**src/rtl/demux3_buf.sv**
```systemverilog
// demux3_buf: routes one bus value to one of three single-entry holding
// registers (valid/ack handshake each) or drops it into a saturating counter.
module demux3_buf #(
   parameter int WIDTH = 16,
   parameter int CNT_W = 8
) (
   input  logic             clk,
   input  logic             reset,
   input  logic [WIDTH-1:0] in_data,
   input  logic [1:0]       in_select,
   input  logic             in_valid,
   output logic             in_ready,
   output logic [WIDTH-1:0] out0_data,
   output logic             out0_valid,
   input  logic             out0_ack,
   output logic [WIDTH-1:0] out1_data,
   output logic             out1_valid,
   input  logic             out1_ack,
   output logic [WIDTH-1:0] out2_data,
   output logic             out2_valid,
   input  logic             out2_ack,
   output logic [CNT_W-1:0] drop_count
);

   typedef enum logic {
      EMPTY = 1'b0,
      FULL  = 1'b1
   } chan_state_t;

   chan_state_t      state_q [3];
   chan_state_t      state_d [3];
   logic [WIDTH-1:0] data_q  [3];
   logic [2:0]       ack;
   logic [2:0]       load;
   logic             sel_ready;
   logic             accept;
   logic             drop;

   assign ack = {out2_ack, out1_ack, out0_ack};

   // Ready depends only on the addressed channel; a stalled channel never
   // blocks transfers aimed elsewhere.
   always_comb begin
      sel_ready = 1'b1;
      case (in_select)
         2'd0:    sel_ready = (state_q[0] == EMPTY) || out0_ack;
         2'd1:    sel_ready = (state_q[1] == EMPTY) || out1_ack;
         2'd2:    sel_ready = (state_q[2] == EMPTY) || out2_ack;
         default: sel_ready = 1'b1;
      endcase
      in_ready = sel_ready && !reset;
      accept   = in_valid && in_ready;
      drop     = accept && (in_select == 2'd3);
   end

   // Per-channel next state: a load wins over an ack (refill keeps FULL).
   always_comb begin
      load = '0;
      for (int unsigned n = 0; n < 3; n++) begin
         state_d[n] = state_q[n];
         load[n]    = accept && (in_select == 2'(n));
         if (load[n])
            state_d[n] = FULL;
         else if (state_q[n] == FULL && ack[n])
            state_d[n] = EMPTY;
      end
   end

   // Channel state, holding registers and drop counter; reset discards all.
   always_ff @(posedge clk) begin
      if (reset) begin
         for (int unsigned n = 0; n < 3; n++) begin
            state_q[n] <= EMPTY;
            data_q[n]  <= '0;
         end
         drop_count <= '0;
      end else begin
         for (int unsigned n = 0; n < 3; n++) begin
            state_q[n] <= state_d[n];
            if (load[n])
               data_q[n] <= in_data;
         end
         if (drop && drop_count != '1)
            drop_count <= drop_count + 1'b1;
      end
   end

   assign out0_data  = data_q[0];
   assign out1_data  = data_q[1];
   assign out2_data  = data_q[2];
   assign out0_valid = (state_q[0] == FULL);
   assign out1_valid = (state_q[1] == FULL);
   assign out2_valid = (state_q[2] == FULL);

endmodule

```
**config.mk**
```make
export PLATFORM = sky130hd
export DESIGN_NAME = demux3_buf
export DESIGN_NICKNAME = d
export VERILOG_FILES = /design/src/rtl/demux3_buf.sv
export SDC_FILE = /design/constraint.sdc
export NUM_CORES = 1
export LEC_CHECK = 0
export CAP_MARGIN = 10
export CORE_UTILIZATION = 33
export CTS_CLUSTER_SIZE = 30
export DETAILED_ROUTE_END_ITERATION = 8
export PLACE_DENSITY_LB_ADDON = 0.08
export SLEW_MARGIN = 20
export SYNTH_ARGS = -nofsm -noshare
export SYNTH_HDL_FRONTEND = slang
export SYNTH_SLANG_ARGS = --single-unit
```
**constraint.sdc**
```tcl
create_clock -name clk -period 3.2 [get_ports clk]
set_input_delay 0.48 -clock clk [delete_from_list [all_inputs] [get_ports clk]]
set_output_delay 0.48 -clock clk [all_outputs]
set_load 0.03 [all_outputs]
```
## Word level (Yosys, flattened, before mapping)

Memories as Yosys holds them, arrays and structs flattened.
Cells that the tools add are included.

- Add/sub/neg operators: 1
- Equality and inequality tests: 4
- Mux-type cells: 25
- Bitwise operators: 9
- Reductions and logical operators: 15

Operator list:

| cell | count |
|---|---|
| 2-to-1 mux 16 bit | 3 |
| 2-to-1 mux 1 bit | 21 |
| logical AND 1 bit | 10 |
| adder 8 x 1 -> 8 bit (second input constant) | 1 |
| != test 8 bit (second input constant) | 1 |
| OR 1 bit | 6 |
| equality test 2 bit (second input constant) | 2 |
| logical OR 1 bit | 3 |
| inverter 1 bit | 3 |
| one-hot mux 1 bit (3 select lines) | 1 |
| equality test 2 x 1 -> 1 bit (second input constant) | 1 |
| zero test 2 bit | 1 |
| zero test 1 bit | 1 |

- Register bits after elaboration: 8
- Memory bits (writable): 51
- Input port bits: 24
- Output and inout port bits: 60
- Word-level logic and storage cells: 57
- Memories kept: 2

Memories:

| memory | words | bits a word | read ports | clocked after Yosys merged registers in | write ports | line | text |
|---|---|---|---|---|---|---|---|
| data_q | 3 | 16 | 3 | 0 | 3 | 32 | `logic [WIDTH-1:0] data_q [3];` |
| state_q | 3 | 1 | 3 | 0 | 3 | 30 | `chan_state_t state_q [3];` |

## Logic depth before layout (Yosys ltp)

Gate-level depths: netlist of run 1.

- Word-level depth: 10
- Gate-level depth with buffers: 6

## Worst setup path after synthesis of run 1

No wires, ideal clock.

- Kind: input to register
- Start point: input port in_select[1]
- End point: memory data_q[0][0], enable pin
- Setup time: 0.411 ns
- Arrival time: 2.140 ns
- Required time: 2.789 ns
- Slack: 0.648 ns
- Cell stages on the path: 2
- Path buffers: 0
- Path through: or3b_2 o21ai_0

RTL lines:

| element | line | text |
|---|---|---|
| from (decl) | 10 | `input logic [1:0] in_select,` |
| to (decl) | 32 |  |

## Worst setup path after layout of run 1

- Start point: input port in_select[1]
- End point: output port in_ready

- Longest elaborated chain between the ends: 3
- Elaborated cells between the ends (all ways): 5
- Those cells by class: eq/ne (2); mux (1); reduce/logical (2)

RTL lines:

| element | line | text |
|---|---|---|
| equality test 2 bit, or another cell as far along | 45 | `case (in_select)` |
| one-hot mux 1 bit (3 select lines) (*) | 45 |  |
| logical AND 1 bit (*) | 51 | `in_ready = sel_ready && !reset;` |
| to (decl) | 12 | `output logic in_ready,` |

Every way passes the cells marked *; elsewhere a longest branch is shown, timed or not.

==> impl_results.md, run 1 <==
* First-pass GRT wire length at 6920 µm
* Clock transition at the registers of the reported paths at 60 ps
* Die Area at ~0.0068 mm²
* Die W at 82.5 µm
* # clock sinks at roughly 60
* Register Area at 0.00166 mm²
* CTS tree: built
* Worst setup SP type: primary input
* Post_cts resized at 0
* Hold Path Depth at 1
* Synthesized instance count at about 130
* Reg2reg path depth at 5
* Cell Pwr Density at 527 mW/mm²
* Final setup viols at 0
* Hold Slack at ~500 ps
* Top cells by area, synth: edfxtp_1 (67%), dfxtp_1 (10%), and2_1 (4.7%)
* Fin. max-slew vios at 0
* Detail Placement HPWL at ~3200 µm
* Initial antenna violation count at 0
* Main flop type after synthesis: edfxtp_1
* WP data required at 2720 ps
* Yosys reg bits at roughly 60
* Mapped cell area at 0.00214 mm²
* VDD IR max at 0.000308 V
* Fillers at 547
* Count leader, synth: edfxtp_1
* First DRT Iteration DRCs at 80
* Cell taking the most area after synthesis: edfxtp_1
* Vias in the first global route at approximately 1400
* RSZ-0062 raised after global routing: false
* Tmin final at about 2800 ps
* Final GP Congestion at 0.765
* Core Rows at 28
* Top cell type's share of synthesized area at approximately 67%
* Worst-skew pair later-pin latency at approximately 320 ps
* Synthesized net count at 158
* Total global routing overflow at 0
* Synth unique cells at 32
* DR DRC count at 0
* Number of CTS-inserted buffers at 9
* Initial Util at 35.1%
* Lkg Pwr at roughly 1.2 nW
* Final WS setup at 400 ps
* Ys async rst share at 0%
* Slew margin rel. at between 60% and 70%
* Pre-antenna DRT Iters at 4
* Layout cells sized above 1 at between 7 and 8%
* Final Skew at around 5.8 ps
* Critical path's largest stage delay at roughly 700 ps
* Worst-Margin Slew at around 460 ps
* Maximum clock insertion buffer count at 2
* Layout area overhead at 50.9%
* Tcrit/Tclk final at between 80% and 90%
* Hold Crit Class: flip-flop to flip-flop
* H-tree lvl count at 3
* Seq/Total Area, Yosys at 77.6%
* Multi-input logic area at 440 µm²
* CP Capture Type: primary output
* Die height at between 80 and 90 µm
* Synth warnings at 0
* # diodes at 0
* Via Count at 1437
* Synth cell count leaders: edfxtp_1 (48), and2_1 (16), dfxtp_1 (11)
* # port buffers at 83
* Final hold violation count at 0
* Root buf cell: clkbuf_8
* Setup_tns at 0 ps
* Maxcap violations at 0
* Critical path's most frequent cell: clkdlybuf4s50_1
* GRT Total Usage at approximately 15%
* Wirelength, routed at about 4600 µm
* Crit-path cells: clkdlybuf4s50_1 -> nor3b_1 -> a211o_1 -> a21oi_1 -> clkdlybuf4s50_1
* Post-synth EDFFs at 48
* Placeable Area at approximately 0.006 mm²
* Nets at between 200 and 300
* Crit Path Max Fanout at 7
* Status: completed
* Pin count of the biggest net entering global routing at 17
* Syn Area/Cell at around 16 µm²
* Final Power at approximately 1.7 mW
* Routed WL per cell at about 15 µm
* CP Class: primary input to primary output
* Post-CTS setup buffers at 0
* Number of routed nets with antenna violations at 0
* Post-CTS Hold Buffers at 0
* Worst path arrival time at about 2300 ps
* Setup WS pre-CTS at 414 ps
* Vias per cell at 4.71
* Critical-path top delay cell: clkdlybuf4s50_1
* Top Ports at 84
* Fmax at 357 MHz
## cell families (layout without fill, tap and decap cells)
kind of cell / after synthesis / in the layout / share of synthesized area (%)
flops: 59 / 59 / 77.6
buf+inv: 6 / 103 / 1.81
simple gates: 44 / 44 / 11.7
fa+ha+maj: 1 / 1 / 0.584
xor+xnor: 2 / 2 / 0.818
mux: 2 / 2 / 0.935
compound gates: 19 / 19 / 6.49
## metal layers
layer / share of wire, % / track usage (%)
met1: 42 / 17.8
met2: 46 / 22.3
met3: 10 / 6.15
met4: 1.6 / 7.76
met5: 0 / 0
## worst max-delay path: cells and delay by family
kind / cells / cell delay (ps)
AOI/OAI and AO/OA: 2 / 470
buffers and inverters: 2 / 1280
and+or+nand+nor: 1 / 90
## power breakdown
part / leakage, nW / internal, mW / switching (mW)
clock network: 0.0875 / 0.341 / 0.256
registers: 0.603 / 0.870 / 0.0116
logic: 0.481 / 0.0952 / 0.127
total: 1.17 / 1.31 / 0.395
## per-stage QoR
step / utilization, % / cells / area [µm²]
floorplan: - / 133 / 2140
global placement: 50.2 / 291 / 3060
detailed placement: 50.2 / 291 / 3060
CTS: 53.0 / 305 / 3230
global route: 53.0 / 305 / 3230
finish: 53.0 / 305 / 3230
## registers in the layout, indices dropped and copies added, names as in the netlist
| signal | count |
|---|---|
| state_q | 3 |
| drop_count | 8 |
| data_q | 48 |
## layout by cell type, fill, tap and decap left out, types with 3 or more instances in the layout
cell type	instances
edfxtp_1	48
dfxtp_1	11
nand2_1	7
nor2b_1	3
nor2_1	4
and2_1	16
clkdlybuf4s50_1	83
a21oi_1	5
nand3_1	4
buf_4	3
clkinv_1	3
clkbuf_8	9
inv_1	3
## area by class of cell
| class | instances | area share, % |
|---|---|---|
| clock buffers | 9 | 3.83 |
| repair buffers | 86 | 26.4 |
| flip-flops and latches | 59 | 51.4 |
| multi-input cells | 68 | 13.6 |
| inverters | 3 | 0.349 |
| clock inverters | 5 | 1.43 |
| well taps | 75 | 2.90 |
## final timing paths
check,startpoint,endpoint,slack (ps)
worst max-delay path,in_select[1],in_ready,400
worst max register to register,drop_count[0],drop_count[1],1610
worst min-delay path,drop_count[7],drop_count[7],500
worst min register to register,drop_count[7],drop_count[7],500
Power figures use the tool's default switching activity.
==> run 2, diff against run 1 <==
CORE_MARGIN = 10   (was not set)
==> run 2 against run 1 <==
Maximum frequency fell by 0.14%; critical path depth did not move; wire length rose by 14%; critical path type unchanged; highest routed layer unchanged.
==> impl_results.md, run 2 (synthesis results as in run 1) <==
* R2R Path Start: drop_count[0]
* Switching part of the total at 21.5% (-1.7 points)
* Tmin final at 2800 ps (+3.86 ps)
* # clock sinks at 59 (unchanged)
* Status: completed
* WP data required at 2720 ps (about the same)
* Fin. max-slew vios at 0 (unchanged)
* Hold Crit Class: flip-flop to flip-flop
* Vias in the first global route at 1511 (+10%)
* Post-CTS setup buffers at 0 (unchanged)
* CTS tree: built
* Final design utilization at 52.2% (-0.82 points)
* Root buf cell: clkbuf_8
* Die height at 101 µm (+22%)
* CP Capture Type: primary output
* RR Endpoint: drop_count[1]
* Hold Slack at 498 ps (+0.612 ps)
* Fillers at 563 (+2.9%)
* Worst-skew pair later-pin latency at 320 ps (about the same)
* Initial antenna violation count at 0 (unchanged)
* Hold path endpoint: drop_count[6]
* GR met3 Demand/Resource at 4.39% (-1.8 points)
* Worst setup SP type: primary input
* DR DRC count at 0 (unchanged)
* Final Skew at 3.79 ps (-1.96 ps)
* Final GP Congestion at 0.792 (+3.5%)
* R2R setup slack at 1630 ps (+20 ps)
* Lkg Pwr at 1.20 nW (+2.6%)
* Clock transition at the registers of the reported paths at 60 ps (about the same)
* Fmax at 357 MHz (-0.14%)
* Finished Layout Cells at 309 (+1.3%)
* Core Rows at 29 (+3.6%)
* Tcrit/Tclk final at 87.6% (+0.12 points)
* Internal at 1.48 mW (+13%)
* CP Class: primary input to primary output
* Top Ports at 84 (unchanged)
* Met1 usage at 11.1% (-6.7 points)
* Commonest cells after routing, fill and taps aside: clkdlybuf4s50_1 (83), edfxtp_1 (48), and2_1 (16)
* Crit Path Max Fanout at 7 (unchanged)
* Detail Placement HPWL at 3810 µm (+20%)
* Nets at 252 (unchanged)
* Final hold violation count at 0 (unchanged)
* Gate power share at 11.9% (-1.2 points)
* # diodes at 0 (unchanged)
* Layout area overhead at 53.9%
* Final setup viols at 0 (unchanged)
* Number of CTS-inserted buffers at 9 (unchanged)
* Pin count of the biggest net entering global routing at 17 (unchanged)
* Met2 usage at 17.6% (-4.8 points)
* Slew margin rel. at 69.3% (about the same)
* Placeable Area at 0.00631 mm² (+3.6%)
* Worst setup path start: in_select[1]
* Max reg flops at 48 (unchanged)
* Wirelength, routed at 5220 µm (+14%)
* Number of routed nets with antenna violations at 0 (unchanged)
* First DRT Iteration DRCs at 27 (-66%)
* # port buffers at 83 (unchanged)
* Top Registers: data_q (48), drop_count (8), state_q (3)
* Die Area at 0.0101 mm² (+48%)
* Reg2reg path depth at 5 (unchanged)
* Post_cts resized at 0 (unchanged)
* Worst-Margin Slew at 461 ps (-0.636 ps)
* Net Switching at 0.404 mW (+2.3%)
* Maximum clock insertion buffer count at 2 (unchanged)
* Most flop-heavy register: data_q
* Cell count after placement at 293 (+0.69%)
* Flop pwr share at 46.8% (-5.0 points)
* Layout cells sized above 1 at 8.62% (+1.2 points)
* Clock power share at 41.2% (+6.1 points)
* Die W at 101 µm (+22%)
* First-pass GRT wire length at 8020 µm (+16%)
* Setup_tns at 0 ps (unchanged)
* H-tree lvl count at 3 (unchanged)
* Min-delay src: drop_count[6]
* Pre-antenna DRT Iters at 4 (unchanged)
* Total global routing overflow at 0 (unchanged)
* Worst path arrival time at 2320 ps (about the same)
* Post-CTS Hold Buffers at 0 (unchanged)
* Maxcap violations at 0 (unchanged)
* Via Count at 1439 (+0.14%)
* Most common cell after layout, fill and taps aside: clkdlybuf4s50_1
* VDD IR max at 0.000287 V (-6.8%)
* Hold Path Depth at 1 (unchanged)
* Vias per cell at 4.66 (-1.2%)
* RSZ-0062 raised after global routing: false
* Final Power at 1.88 mW (+11%)
* Initial Util at 33.9% (-1.2 points)
* GR peak layer: met2
* GRT Total Usage at 10.5% (-4.2 points)
* Cell Pwr Density at 571 mW/mm² (+8.4%)
* Routed WL per cell at 16.9 µm (+12%)
[run 2: how the worst max path moves through the flow]
| stage | slack [ps] | cells past startpoint | end |
|---|---|---|---|
| 2_1_floorplan | 650 | 2 | data_q[0][0] |
| 3_3_place_gp | 450 | 5 | in_ready |
| 3_5_place_dp | 410 | 5 | in_ready |
| 4_1_cts | 410 | 5 | in_ready |
| 5_1_grt | 310 | 5 | in_ready |
| 6_report | 400 | 5 | in_ready |
[run 2: per-layer routing]
metal  vias up  routed length [µm]
met5         -                   0
met4         0                  89
met3        11                 441
met2        57                2760
met1       688                1920
li1        683                   -
[run 2: worst max-delay path: stages]
cell	delay (ps)
clkdlybuf4s50_1	570
nor3b_1	90
a211o_1	330
a21oi_1	160
clkdlybuf4s50_1	700
[run 2: area by class of cell]
type | count | area, µm² | area share (%)
timing repair buffer | 86 | 853 | 25.9
tap | 77 | 96.3 | 2.92
clock buffer | 10 | 128 | 3.87
sequential | 59 | 1660 | 50.4
multi-input combinational | 68 | 440 | 13.4
clock inverter | 6 | 104 | 3.15
inverter | 3 | 11.3 | 0.342
[run 2: through the flow]
step / instance area, µm² / setup WS, ps
4_1_cts: 3290 / 406
2_1_floorplan: 2140 / 648
5_1_grt: 3290 / 313
3_3_place_gp: 3060 / 450
3_5_place_dp: 3060 / 413
6_report: 3290 / 396
[run 2: power groups by stage]
| stage | registers [mW] | logic (mW) | clock network [mW] |
|---|---|---|---|
| detailed placement | 0.898 | 0.228 | 0 |
| CTS | 0.882 | 0.229 | 0.797 |
| global placement | 0.897 | 0.227 | 0 |
| global route | 0.885 | 0.237 | 0.834 |
| finish | 0.881 | 0.225 | 0.775 |
| floorplan | 0.973 | 0.0357 | 0 |
==> run 3, diff against run 2 <==
MAX_ROUTING_LAYER = met4   (was not set)
==> run 3 against run 2 <==
First-iteration DRC count fell by 7.4%; largest power group unchanged; clock power barely moved; die area did not move; non-clock buffer count did not move.
==> impl_results.md, run 3 (synthesis results as in run 1) <==
* WP buf/inv at 2 (unchanged)
* Clock power share at 41.2% (about the same)
* Detail Placement HPWL at 3810 µm (unchanged)
* Pin count of the biggest net entering global routing at 17 (unchanged)
* Core Rows at 29 (unchanged)
* Commonest cells after routing, fill and taps aside: clkdlybuf4s50_1 (83), edfxtp_1 (48), and2_1 (16)
* Lkg Pwr at 1.20 nW (unchanged)
* # clock sinks at 59 (unchanged)
* VDD IR max at 0.000287 V (about the same)
* Placeable Area at 0.00631 mm² (unchanged)
* H-tree lvl count at 3 (unchanged)
* Status: completed
* Gate power share at 11.9% (about the same)
* Die height at 101 µm (unchanged)
* Die Area at 0.0101 mm² (unchanged)
* Reg2reg path depth at 5 (unchanged)
* Critical-path top delay cell: clkdlybuf4s50_1
* CTS tree: built
* Critical path's largest stage delay at 700 ps (about the same)
* Top Registers: data_q (48), drop_count (8), state_q (3)
* CP Capture Type: primary output
* Most flop-heavy register: data_q
* Post-CTS Hold Buffers at 0 (unchanged)
* # port buffers at 83 (unchanged)
* CP Class: primary input to primary output
* GRT Total Usage at 10.8% (+0.34 points)
* Worst setup SP type: primary input
* Nets at 252 (unchanged)
* Maximum clock insertion buffer count at 2 (unchanged)
* Top Ports at 84 (unchanged)
* Crit-path cells: clkdlybuf4s50_1 -> nor3b_1 -> a211o_1 -> a21oi_1 -> clkdlybuf4s50_1
* Initial Util at 33.9% (unchanged)
* Most common cell after layout, fill and taps aside: clkdlybuf4s50_1
* Post_cts resized at 0 (unchanged)
* R2R Path Start: drop_count[0]
* Switching part of the total at 21.4% (-0.051 points)
* Vias per cell at 4.65 (-0.14%)
* Tmin final at 2800 ps (+0.0400 ps)
* Number of CTS-inserted buffers at 9 (unchanged)
* WP depth at 5 (unchanged)
* Net Switching at 0.403 mW (-0.30%)
* Routed WL per cell at 16.9 µm (-0.19%)
* Pre-antenna DRT Iters at 4 (unchanged)
* Final GP Congestion at 0.803 (+1.4%)
* Worst-skew pair later-pin latency at 320 ps (about the same)
* Worst-Margin Slew at 453 ps (-8.10 ps)
* Total global routing overflow at 0 (unchanged)
* Cell Pwr Density at 571 mW/mm² (about the same)
* Worst setup path start: in_select[1]
* Layout area overhead at 53.9% (unchanged)
* Layout cells sized above 1 at 8.62% (unchanged)
* Number of routed nets with antenna violations at 0 (unchanged)
* Clock transition at the registers of the reported paths at 60 ps (about the same)
* Wirelength, routed at 5210 µm (-0.19%)
* Final hold violation count at 0 (unchanged)
* Final Power at 1.88 mW (about the same)
* Initial antenna violation count at 0 (unchanged)
* Post-CTS setup buffers at 0 (unchanged)
* Slew margin rel. at 69.8% (+0.54 points)
* Fin. max-slew vios at 0 (unchanged)
* Hold Path Depth at 1 (unchanged)
* Final setup viols at 0 (unchanged)
* Flop pwr share at 46.9% (about the same)
* Max reg flops at 48 (unchanged)
* Critical path's most frequent cell: clkdlybuf4s50_1
* Via Count at 1437 (-0.14%)
* Maxcap violations at 0 (unchanged)
* # diodes at 0 (unchanged)
* WP data required at 2720 ps (about the same)
* Critical path's top delay family: buffers and inverters
* Setup_tns at 0 ps (unchanged)
* Final Skew at 3.90 ps (+0.102 ps)
* Fmax at 357 MHz (about the same)
* Min-delay src: drop_count[6]
* RSZ-0062 raised after global routing: false
* First DRT Iteration DRCs at 25 (-7.4%)
* Tcrit/Tclk final at 87.6% (about the same)
* Hold Crit Class: flip-flop to flip-flop
* Worst path arrival time at 2320 ps (about the same)
* Die W at 101 µm (unchanged)
* Vias in the first global route at 1503 (-0.53%)
* Root buf cell: clkbuf_8
* DR DRC count at 0 (unchanged)
* First-pass GRT wire length at 8040 µm (+0.17%)
* Internal at 1.48 mW (about the same)
* Crit Path Max Fanout at 7 (unchanged)
[run 3: cell counts in the layout (fill, tap and decap cells not counted)]
No cell type changed its count.
[run 3: power by group through the flow]
stage / registers (mW) / clock network, mW / logic [mW]
6_report: 0.881 / 0.774 / 0.225
5_1_grt: 0.885 / 0.836 / 0.237
4_1_cts: 0.882 / 0.797 / 0.229
3_5_place_dp: 0.898 / 0 / 0.228
3_3_place_gp: 0.897 / 0 / 0.227
2_1_floorplan: 0.973 / 0 / 0.0357
[run 3: layout make-up]
| type | count | area [µm²] |
|---|---|---|
| Clock buffer | 10 | 128 |
| Clock inverter | 6 | 104 |
| Fill cell | 563 | 3020 |
| Inverter | 3 | 11.3 |
| Multi-Input combinational cell | 68 | 440 |
| Sequential cell | 59 | 1660 |
| Tap cell | 77 | 96.3 |
| Timing Repair Buffer | 86 | 853 |
[run 3: per-stage QoR]
step	setup slack, ps	util (%)	hold WS, ps	cells	cell area (µm²)
after floorplan	648	-	604	133	2140
after detailed placement	413	48.5	487	293	3060
after global placement	450	48.5	485	293	3060
after global routing	313	52.2	532	309	3290
after CTS	406	52.2	500	309	3290
final	396	52.2	498	309	3290
[run 3: final timing paths]
| path | end | slack (ps) |
|---|---|---|
| setup reg to reg | drop_count[1] | 1620 |
| setup / recovery | in_ready | 400 |
| hold / removal | drop_count[6] | 500 |
| hold reg to reg | drop_count[6] | 500 |
[run 3: worst register-to-register path, delay by kind of cell, from the launching register on]
family	cells	cell delay [ps]
AO/OA/AOI/OAI	1	400
flip-flops	1	390
adder cells (fa/ha/maj)	1	240
multiplexers	1	240
AND/OR/NAND/NOR	2	190
[run 3: metal layers]
| metal | wire length (µm) | share of wire, % | GRT usage (%) |
|---|---|---|---|
| met1 | 1980 | 38 | 11.5 |
| met2 | 2800 | 54 | 17.6 |
| met3 | 370 | 7.1 | 3.91 |
| met4 | 59 | 1.1 | 5.22 |
| met5 | 0 | 0 | - |
